`config.mk`:
```
export PLATFORM = sky130hd
export DESIGN_NAME = dmem_store_unit
export DESIGN_NICKNAME = d
export VERILOG_FILES = /design/src/rtl/dmem_store_unit_pkg.sv /design/src/rtl/dmem_store_unit_store_buffer.sv /design/src/rtl/dmem_store_unit.sv
export SDC_FILE = /design/constraint.sdc
export NUM_CORES = 2
export LEC_CHECK = 0
export ABC_CLOCK_PERIOD_IN_PS = 6000
export CAP_MARGIN = 20
export CORE_ASPECT_RATIO = 1.5
export CORE_MARGIN = 5
export CORE_UTILIZATION = 30
export CTS_CLUSTER_DIAMETER = 100
export DETAILED_ROUTE_END_ITERATION = 10
export PLACE_DENSITY_LB_ADDON = 0.3
export SLEW_MARGIN = 20
export SYNTH_ARGS = -nofsm -noshare
export SYNTH_HDL_FRONTEND = slang
export SYNTH_MEMORY_MAX_BITS = 65536
export SYNTH_SLANG_ARGS = --single-unit
```
`constraint.sdc`:
```
create_clock -name clk_i -period 6 [get_ports clk_i]
set_input_delay 1.2 -clock clk_i [delete_from_list [all_inputs] [get_ports clk_i]]
set_output_delay 1.2 -clock clk_i [all_outputs]
set_load 0.03 [all_outputs]
```
`src/rtl/dmem_store_unit_pkg.sv`:
```
// Shared definitions for the MEM-stage data-memory unit and its store buffer.
package dmem_store_unit_pkg;

    localparam int WIDTH          = 32;
    localparam int MEM_ADDR_WIDTH = 7;
    localparam int MEM_CTRL_WIDTH = 2;
    localparam int SB_DEPTH       = 4;

    // Bit positions inside the CPU's mem_ctrl bus
    localparam int MEM_WRITE_BIT = 1;
    localparam int MEM_READ_BIT  = 0;

endpackage

```
`src/rtl/dmem_store_unit_store_buffer.sv`:
```
// Circular FIFO of pending stores with a youngest-match lookup used for
// load forwarding. Head/tail wrap modulo DEPTH; occupancy is tracked separately.
module dmem_store_unit_store_buffer #(
    parameter int DEPTH = 4,
    parameter int AW    = 7,
    parameter int DW    = 32,
    localparam int PTR_W = $clog2(DEPTH),
    localparam int CNT_W = $clog2(DEPTH + 1)
) (
    input  logic             clk,
    input  logic             rst_n,
    input  logic             push,
    input  logic [AW-1:0]    push_addr,
    input  logic [DW-1:0]    push_data,
    input  logic             pop,
    output logic [AW-1:0]    head_addr,
    output logic [DW-1:0]    head_data,
    input  logic [AW-1:0]    lookup_addr,
    output logic             hit,
    output logic [DW-1:0]    hit_data,
    output logic [CNT_W-1:0] count,
    output logic             full
);

    logic [AW-1:0]    addr_q [DEPTH];
    logic [DW-1:0]    data_q [DEPTH];
    logic [PTR_W-1:0] head_q;
    logic [PTR_W-1:0] tail_q;
    logic [CNT_W-1:0] count_q;
    logic [PTR_W-1:0] idx;

    always_ff @(posedge clk or negedge rst_n) begin
        if (!rst_n) begin
            head_q  <= '0;
            tail_q  <= '0;
            count_q <= '0;
        end else begin
            if (push) tail_q <= tail_q + 1'b1;
            if (pop)  head_q <= head_q + 1'b1;
            case ({push, pop})
                2'b10:   count_q <= count_q + 1'b1;
                2'b01:   count_q <= count_q - 1'b1;
                default: count_q <= count_q;
            endcase
        end
    end

    // NOTE: entry storage is deliberately left out of reset; validity comes
    // from head/count alone, so clearing the payload would only add reset fan-out.
    always_ff @(posedge clk) begin
        if (push) begin
            addr_q[tail_q] <= push_addr;
            data_q[tail_q] <= push_data;
        end
    end

    // Scan oldest to youngest so the last match (the youngest) wins.
    // NOTE: every output of this block gets a default first so no path
    // leaves it holding a stale value, which would otherwise infer a latch.
    always_comb begin
        hit      = 1'b0;
        hit_data = '0;
        idx      = '0;
        for (int i = 0; i < DEPTH; i++) begin
            idx = head_q + PTR_W'(i);
            if (CNT_W'(i) < count_q && addr_q[idx] == lookup_addr) begin
                hit      = 1'b1;
                hit_data = data_q[idx];
            end
        end
    end

    assign head_addr = addr_q[head_q];
    assign head_data = data_q[head_q];
    assign count     = count_q;
    assign full      = (count_q == CNT_W'(DEPTH));

endmodule

```
`src/rtl/dmem_store_unit.sv`:
```
// MEM-stage data memory: 128-word array fed through a store buffer, with
// same-cycle load forwarding. Define DMEM_DBG_PORT_EN for the debug/DMA write port.
module dmem_store_unit #(
    parameter int SB_DEPTH       = dmem_store_unit_pkg::SB_DEPTH,
    parameter int WIDTH          = dmem_store_unit_pkg::WIDTH,
    parameter int MEM_ADDR_WIDTH = dmem_store_unit_pkg::MEM_ADDR_WIDTH
) (
    input  logic                            clk_i,
    input  logic                            rst_n_i,
    input  logic [1:0]                      mem_ctrl_i,
    input  logic [WIDTH-1:0]                addr_i,
    input  logic [WIDTH-1:0]                wdata_i,
    output logic [WIDTH-1:0]                rdata_o,
`ifdef DMEM_DBG_PORT_EN
    input  logic                            dbg_we_i,
    input  logic [MEM_ADDR_WIDTH-1:0]       dbg_addr_i,
    input  logic [WIDTH-1:0]                dbg_wdata_i,
`endif
    output logic [$clog2(SB_DEPTH+1)-1:0]   sb_count_o,
    output logic                            sb_full_o,
    output logic                            overflow_o
);

    import dmem_store_unit_pkg::*;

    localparam int AW = MEM_ADDR_WIDTH;

    logic [WIDTH-1:0] mem [2**AW];

    logic             dbg_we;
    logic [AW-1:0]    dbg_addr;
    logic [WIDTH-1:0] dbg_wdata;
    logic             store, drain, accept, hit, full;
    logic [AW-1:0]    head_addr;
    logic [WIDTH-1:0] head_data, hit_data;
    logic             unused_bits;

`ifdef DMEM_DBG_PORT_EN
    assign dbg_we    = dbg_we_i;
    assign dbg_addr  = dbg_addr_i;
    assign dbg_wdata = dbg_wdata_i;
`else
    assign dbg_we    = 1'b0;
    assign dbg_addr  = '0;
    assign dbg_wdata = '0;
`endif

    // Debug owns the array port; otherwise the head drains whenever present.
    assign store  = mem_ctrl_i[MEM_WRITE_BIT];
    assign drain  = (sb_count_o != '0) && !dbg_we;
    assign accept = store && (!full || drain);

    dmem_store_unit_store_buffer #(
        .DEPTH (SB_DEPTH),
        .AW    (AW),
        .DW    (WIDTH)
    ) u_store_buffer (
        .clk         (clk_i),
        .rst_n       (rst_n_i),
        .push        (accept),
        .push_addr   (addr_i[AW-1:0]),
        .push_data   (wdata_i),
        .pop         (drain),
        .head_addr   (head_addr),
        .head_data   (head_data),
        .lookup_addr (addr_i[AW-1:0]),
        .hit         (hit),
        .hit_data    (hit_data),
        .count       (sb_count_o),
        .full        (full)
    );

    // NOTE: sequential state always uses non-blocking assignment so every
    // register samples pre-edge values regardless of block ordering.
    always_ff @(posedge clk_i) begin
        if (dbg_we)
            mem[dbg_addr] <= dbg_wdata;
        else if (drain)
            mem[head_addr] <= head_data;
    end

    // Pending entries shadow the array, including the one draining this edge.
    assign rdata_o   = hit ? hit_data : mem[addr_i[AW-1:0]];
    assign sb_full_o = full;

`ifdef DMEM_DBG_PORT_EN
    logic overflow_q;

    always_ff @(posedge clk_i or negedge rst_n_i) begin
        if (!rst_n_i)
            overflow_q <= 1'b0;
        else if (store && full && !drain)
            overflow_q <= 1'b1;
    end

    assign overflow_o = overflow_q;
`else
    assign overflow_o = 1'b0;
`endif

    // Loads never stall and upper address bits are ignored by design.
    assign unused_bits = ^{addr_i[WIDTH-1:AW], mem_ctrl_i[MEM_READ_BIT]};

endmodule

```
; Yosys cells after proc, flatten, opt, wreduce, memory -nomap -nowiden
; Memory sizes are Yosys's and may differ from the RTL's.
; Index checks and enable logic that the tools add are counted.
[word_totals]
ff_bits = 7
ram_bits = 4252
inputBits = 68
elab_cells = 46
mem_count = 3
[memory_table]
columns = name, depth, width, read_ports, rd_clocked_by_memory_dff, write_ports, line
row1 = mem, 128, 32, 1, 0, 1, dmem_store_unit.sv:28  ; logic [WIDTH-1:0] mem [2**AW];
row2 = u_store_buffer.data_q, 4, 32, 4, 0, 1, dmem_store_unit_store_buffer.sv:26  ; logic [DW-1:0] data_q [DEPTH];
row3 = u_store_buffer.addr_q, 4, 7, 4, 0, 1, dmem_store_unit_store_buffer.sv:25  ; logic [AW-1:0] addr_q [DEPTH];
[classes]
addsub = 6
magnitude_cmp = 4
eq_ne = 7
mux = 14
reduce_logical = 9
[ops]
columns = op, count
row1 = 2-to-1 mux 32 bit, 5
row2 = equality test 7 bit, 4
row3 = 2-to-1 mux 1 bit, 8
row4 = less-than comparator 1 x 3 -> 1 bit (first input constant), 2
row5 = less-than comparator 2 x 3 -> 1 bit (first input constant), 2
row6 = case mux 3 bit (2 select lines), 1
row7 = logical AND 1 bit, 5
row8 = adder 2 x 1 -> 2 bit (second input constant), 2
row9 = adder 2 bit (second input constant), 2
row10 = adder 3 x 1 -> 3 bit (second input constant), 1
row11 = equality test 3 bit (second input constant), 1
row12 = nonzero test 3 bit, 1
row13 = subtractor 3 x 1 -> 3 bit (second input constant), 1
row14 = equality test 2 x 1 -> 1 bit (second input constant), 1
row15 = equality test 2 bit (second input constant), 1
row16 = nonzero test 2 bit, 1
row17 = logical NOT 1 bit, 1
row18 = logical OR 1 bit, 1

; Longest topological paths before layout
; An unclocked memory read counts as a cell.
[depth]
ltp_word = 8
ltp_mapped = 13
depth_no_buf = 8

; By module
; A second synthesis with hierarchy kept.
[hier_totals]
cells_unflattened = 8101
hier_area_um2 = 167630.8
[modules_own_cells]
columns = mod, instances, cells_per_inst, area_each_um2, seq_area_each_um2
row1 = dmem_store_unit, 1, 7408, 157527.3, 122998.0
row2 = dmem_store_unit_store_buffer, 1, 693, 10103.4, 4859.7

; Least setup slack after synthesis
; OpenSTA, ideal clock, no wires.
[synth_timing]
kind = reg-to-reg
from = reg u_store_buffer.head_q[0]
to = mem mem[0][30], data pin
setup_time_ns = 0.918
arrival_time_ns = 5.174
required_ns = 5.082
path_slack_ns = -0.092
path_stages_with_launch = 7
n_path_buf = 4
synth_period_minus_slack_ns = 6.092
path_cell_list = dfrtp_1 > buf_6 > buf_6 > clkbuf_1 > buf_1 > mux2i_1 > mux2i_1
[synth_between]
elab_chain_cells = 1
[synth_lines]
columns = element, line
row1 = start: declaration, dmem_store_unit_store_buffer.sv:27  ; logic [PTR_W-1:0] head_q;
row2 = start signal: assignment, dmem_store_unit_store_buffer.sv:39  ; if (pop) head_q <= head_q + 1'b1;
row3 = memory (4 x 32 bit), n/a
row4 = named net head_data[30], dmem_store_unit.sv:35  ; logic [WIDTH-1:0] head_data, hit_data;
row5 = end: declaration, dmem_store_unit.sv:28
; The timed path passes the listed nets, and every way through them passes these cells.

; Final worst setup path
[layout_timing]
from = in addr_i[1]
to = out rdata_o[18]
[layout_between]
elab_chain_cells = 7
elab_cells_between_ends = 18
classes_between = eq/ne (4) / mux (9) / reduce/logical (4) / memory (1)
[layout_lines]
columns = element, line
row1 = start: declaration, dmem_store_unit.sv:11  ; input logic [WIDTH-1:0] addr_i,
row2 = "parallel branches: the longest is 6 deep, another holds memory (128 x 32 bit)", n/a
row3 = 2-to-1 mux 32 bit *, dmem_store_unit.sv:83  ; assign rdata_o = hit ? hit_data : mem[addr_i[AW-1:0]];
row4 = end: declaration, dmem_store_unit.sv:13  ; output logic [WIDTH-1:0] rdata_o,
; Every way passes the cells marked *.

==> impl_metrics.py <==
metrics = {
    "run_status": {
        "outcome": "complete, no violations",
    },
    "worst_setup_path": {
        "crit_path_cell_trace": "buf_16, buf_16, buf_16, mux4_2, a22o_1, a21oi_2, o21ai_1, a22oi_2, buf_4, a2111oi_2, a311o_1, buf_12",
        "worst_r2r_path_depth": 7,
        "rrSetupSlack_ns": 1.54,
        "crit_type": "in -> out",
        "cp-end-kind": "primary output",
        "path_common_cell": "buf_16",
        "cp_slowest_stage_delay_ns": 0.58,
        "reg2reg_to": "mem[19][17]",
        "crit_fanout": 17,
        "cp.arrival_ns": 4.79,
        "slowest_stage": "a22oi_2",
        "r2r-start": "u_store_buffer.head_q[0]",
        "setup.worst_path.start_class": "primary input",
        "required_ns": 4.80,
    },
    "logic_synthesis": {
        "syn_inst": 8346,
        "synth-edff-count": 4252,
        "async_flop_share": 0.001644,
        "syn_area_sq_mm": 0.1677,
        "netlist_top_cells_count": "4252 x edfxtp_1, 796 x mux4_2, 539 x nor2_1, 522 x mux2i_1, 268 x clkbuf_1",
        "synth_most_common_cell": "edfxtp_1",
        "ys_ff_latch": 4259,
        "synth_area_leaders": "edfxtp_1 76%, mux4_2 11%, mux2i_1 3.1%",
        "synth.top_cell.area_share": 0.7613,
        "ys.warnings.count": 0,
        "synth_nets": 8423,
        "synth_top_area_cell": "edfxtp_1",
        "yosysUniqueCellTypes": 73,
        "avgSynthCellArea_sq_um": 20.10,
        "ys.flop_type": "edfxtp_1",
        "synth.yosys.seq_area_share": 0.7623,
    },
    "global_routing": {
        "antenna_found_initial": 35,
        "grt_pass1_wl_microns": 705600,
        "grt_pass1_vias": 90230,
        "grt_usage": 0.1716,
        "grt_max_degree": 129,
        "grt_overflow": 0,
    },
    "detailed_routing": {
        "ant_nets": 0,
        "vias": 87600,
        "dr.pass1.iters": 8,
        "drc": 0,
        "wl_per_cell_microns": 30.10,
        "via_per_inst": 5.198,
        "wl_microns": 507200,
        "first_iter_violations": 9314,
    },
    "placed_design": {
        "dp.cells": 16160,
        "placed_cell_area_sq_mm": 0.1851,
        "hpwl_microns": 312200,
        "gp_congestion": 0.8365,
        "io_buffers": 77,
    },
    "clocking": {
        "tritoncts": "built",
        "clkSlewWorstSetupHoldPaths_ns": 0.06,
        "clock_path_buffers": 4,
        "ctsRootBufferMaster": "clkbuf_16",
        "ctsHtreeMaxLevel": 5,
        "cts.sinks": 4259,
        "cts_inserted_buffers": 374,
        "clk_latency_ns": 0.99,
    },
    "power": {
        "power.total_w": 0.08326,
        "leakage_nw": 61.98,
        "power.density_mw_per_mm2": 420.6,
        "vdd_drop_max_v": 0.0004769,
    },
    "min_path": {
        "whs_path_depth": 1,
        "holdCritPathClass": "reg -> reg",
        "hold_path_end": "u_store_buffer.tail_q[0]",
        "hold_start": "u_store_buffer.tail_q[0]",
    },
    "timing": {
        "setup_viol": 0,
        "slew_headroom": 0.07835,
        "min_period_over_period": 0.9978,
        "hold_violations": 0,
        "rsz0062_at_grt": "yes",
        "worstMarginPinSlew_ns": 1.382,
        "period_needed_ns": 5.987,
        "fmax_ghz": 0.1670,
        "skew_ns": 0.07614,
        "drv_slew": 0,
    },
    "floorplanning": {
        "die_w_microns": 620.5,
        "core_sq_mm": 0.5579,
        "ioPinCount": 105,
        "die_h_microns": 925.8,
        "rows": 336,
        "die_area_sq_mm": 0.5744,
        "start_util": 0.3006,
    },
    "cells_and_area": {
        "fill_cells": 51420,
        "multiInputGateArea_sq_mm": 0.03895,
        "synthToLayoutAreaGrowth_pct": 18.02,
        "fin_area_sq_mm": 0.1979,
        "stdcell_count": 16850,
        "drive_gt1_frac": 0.2802,
        "ff_latch_area_sq_mm": 0.1279,
        "nets": 9193,
    },
    "flow_run": {
        "cap_violations": 0,
    },
}
==> how the worst max path moves through the flow <==
stage                     cells after the start     endpoint                      from
after detailed placement                     12  rdata_o[18]                 addr_i[0]
final                                        12  rdata_o[18]                 addr_i[1]
after floorplan                               7   mem[0][31]  u_store_buffer.head_q[0]
after global routing                         14  rdata_o[23]                 addr_i[1]
after global placement                       12  rdata_o[18]                 addr_i[0]
after CTS                                    12  rdata_o[18]                 addr_i[0]
==> layout by cell type, fill, tap and decap left out, types with 138 or more instances in the layout <==
| master | count |
|---|---|
| buf_12 | 180 |
| nor2_1 | 380 |
| mux2i_1 | 521 |
| buf_4 | 696 |
| mux4_2 | 796 |
| nor2_4 | 159 |
| o21ai_0 | 218 |
| a221oi_1 | 151 |
| clkbuf_16 | 382 |
| edfxtp_1 | 4252 |
| a22oi_1 | 151 |
| a211oi_1 | 138 |
==> kinds of logic (layout without fill, tap and decap cells) <==
logic type / after synthesis / after routing / synth area share
compound gates: 1191 / 1191 / 0.04962
xor+xnor: 30 / 30 / 0.001611
fa+ha+maj: 9 / 9 / 0.0006714
buf+inv: 559 / 1615 / 0.01602
flops: 4259 / 4259 / 0.7623
mux: 1446 / 1446 / 0.1466
other cells: 1 / 15 / 0.00002236
simple gates: 851 / 851 / 0.02310
==> metrics by stage <==
stage	util	setup TNS (ns)	setup slack, ns	hold slack [ns]
3_3_place_gp	0.3317	-7.935	-0.7461	0.5048
4_1_cts	0.3542	-0.02263	-0.01720	0.5205
2_1_floorplan	-	0	0.07656	0.4914
5_1_grt	0.3548	-0.01772	-0.01103	0.5724
6_report	0.3548	0	0.01307	0.5515
3_5_place_dp	0.3318	-7.248	-0.6940	0.5600
==> report_power, final <==
group	internal [W]	leakage (nW)	switching (W)	total, W
clock	0.0133	5.84	0.0109	0.0242
sequential	0.0403	38.2	0.000434	0.0408
combinational	0.00416	17.9	0.0141	0.0183
==> flip-flops by register name (all words and copies together) (netlist names) <==
name                   flops
mem                     4096
u_store_buffer.data_q    128
u_store_buffer.tail_q      2
u_store_buffer.addr_q     28
u_store_buffer.head_q      2
u_store_buffer.count       3
==> cell type report <==
cell class | count | share of cell area
clock inverter | 230 | 0.01159
antenna | 14 | 0.0001770
tap | 7436 | 0.04700
clock buffer | 432 | 0.04903
multi-input combinational | 3528 | 0.1968
timing repair buffer | 941 | 0.04920
sequential | 4259 | 0.6460
inverter | 12 | 0.0002402
==> what timing repair did <==
| action | CTS | global route |
|---|---|---|
| endpoints found under the hold margin | 0 | 0 |
| gates cloned | 1 | 2 |
| pin swaps | 6 | 5 |
| gates resized for setup | 84 | 45 |
| hold buffers | 0 | 0 |
| buffers inserted | 6 | 1 |
| endpoints found under the setup margin | 31 | 25 |
==> layer usage <==
layer | vias to the layer above | track usage | wire (microns)
li1 | 36270 | - | -
met1 | 47400 | 0.2117 | 193700
met2 | 3191 | 0.3018 | 259300
met3 | 713 | 0.02627 | 32090
met4 | 22 | 0.06561 | 21950
met5 | - | 0 | 154
==> worst max-delay path, delay by kind of cell <==
| kind | cells | cell delay [ns] |
|---|---|---|
| AOI/OAI and AO/OA | 6 | 1.91 |
| muxes | 1 | 0.51 |
| buffers and inverters | 5 | 1.06 |
Power figures use the tool's default switching activity.
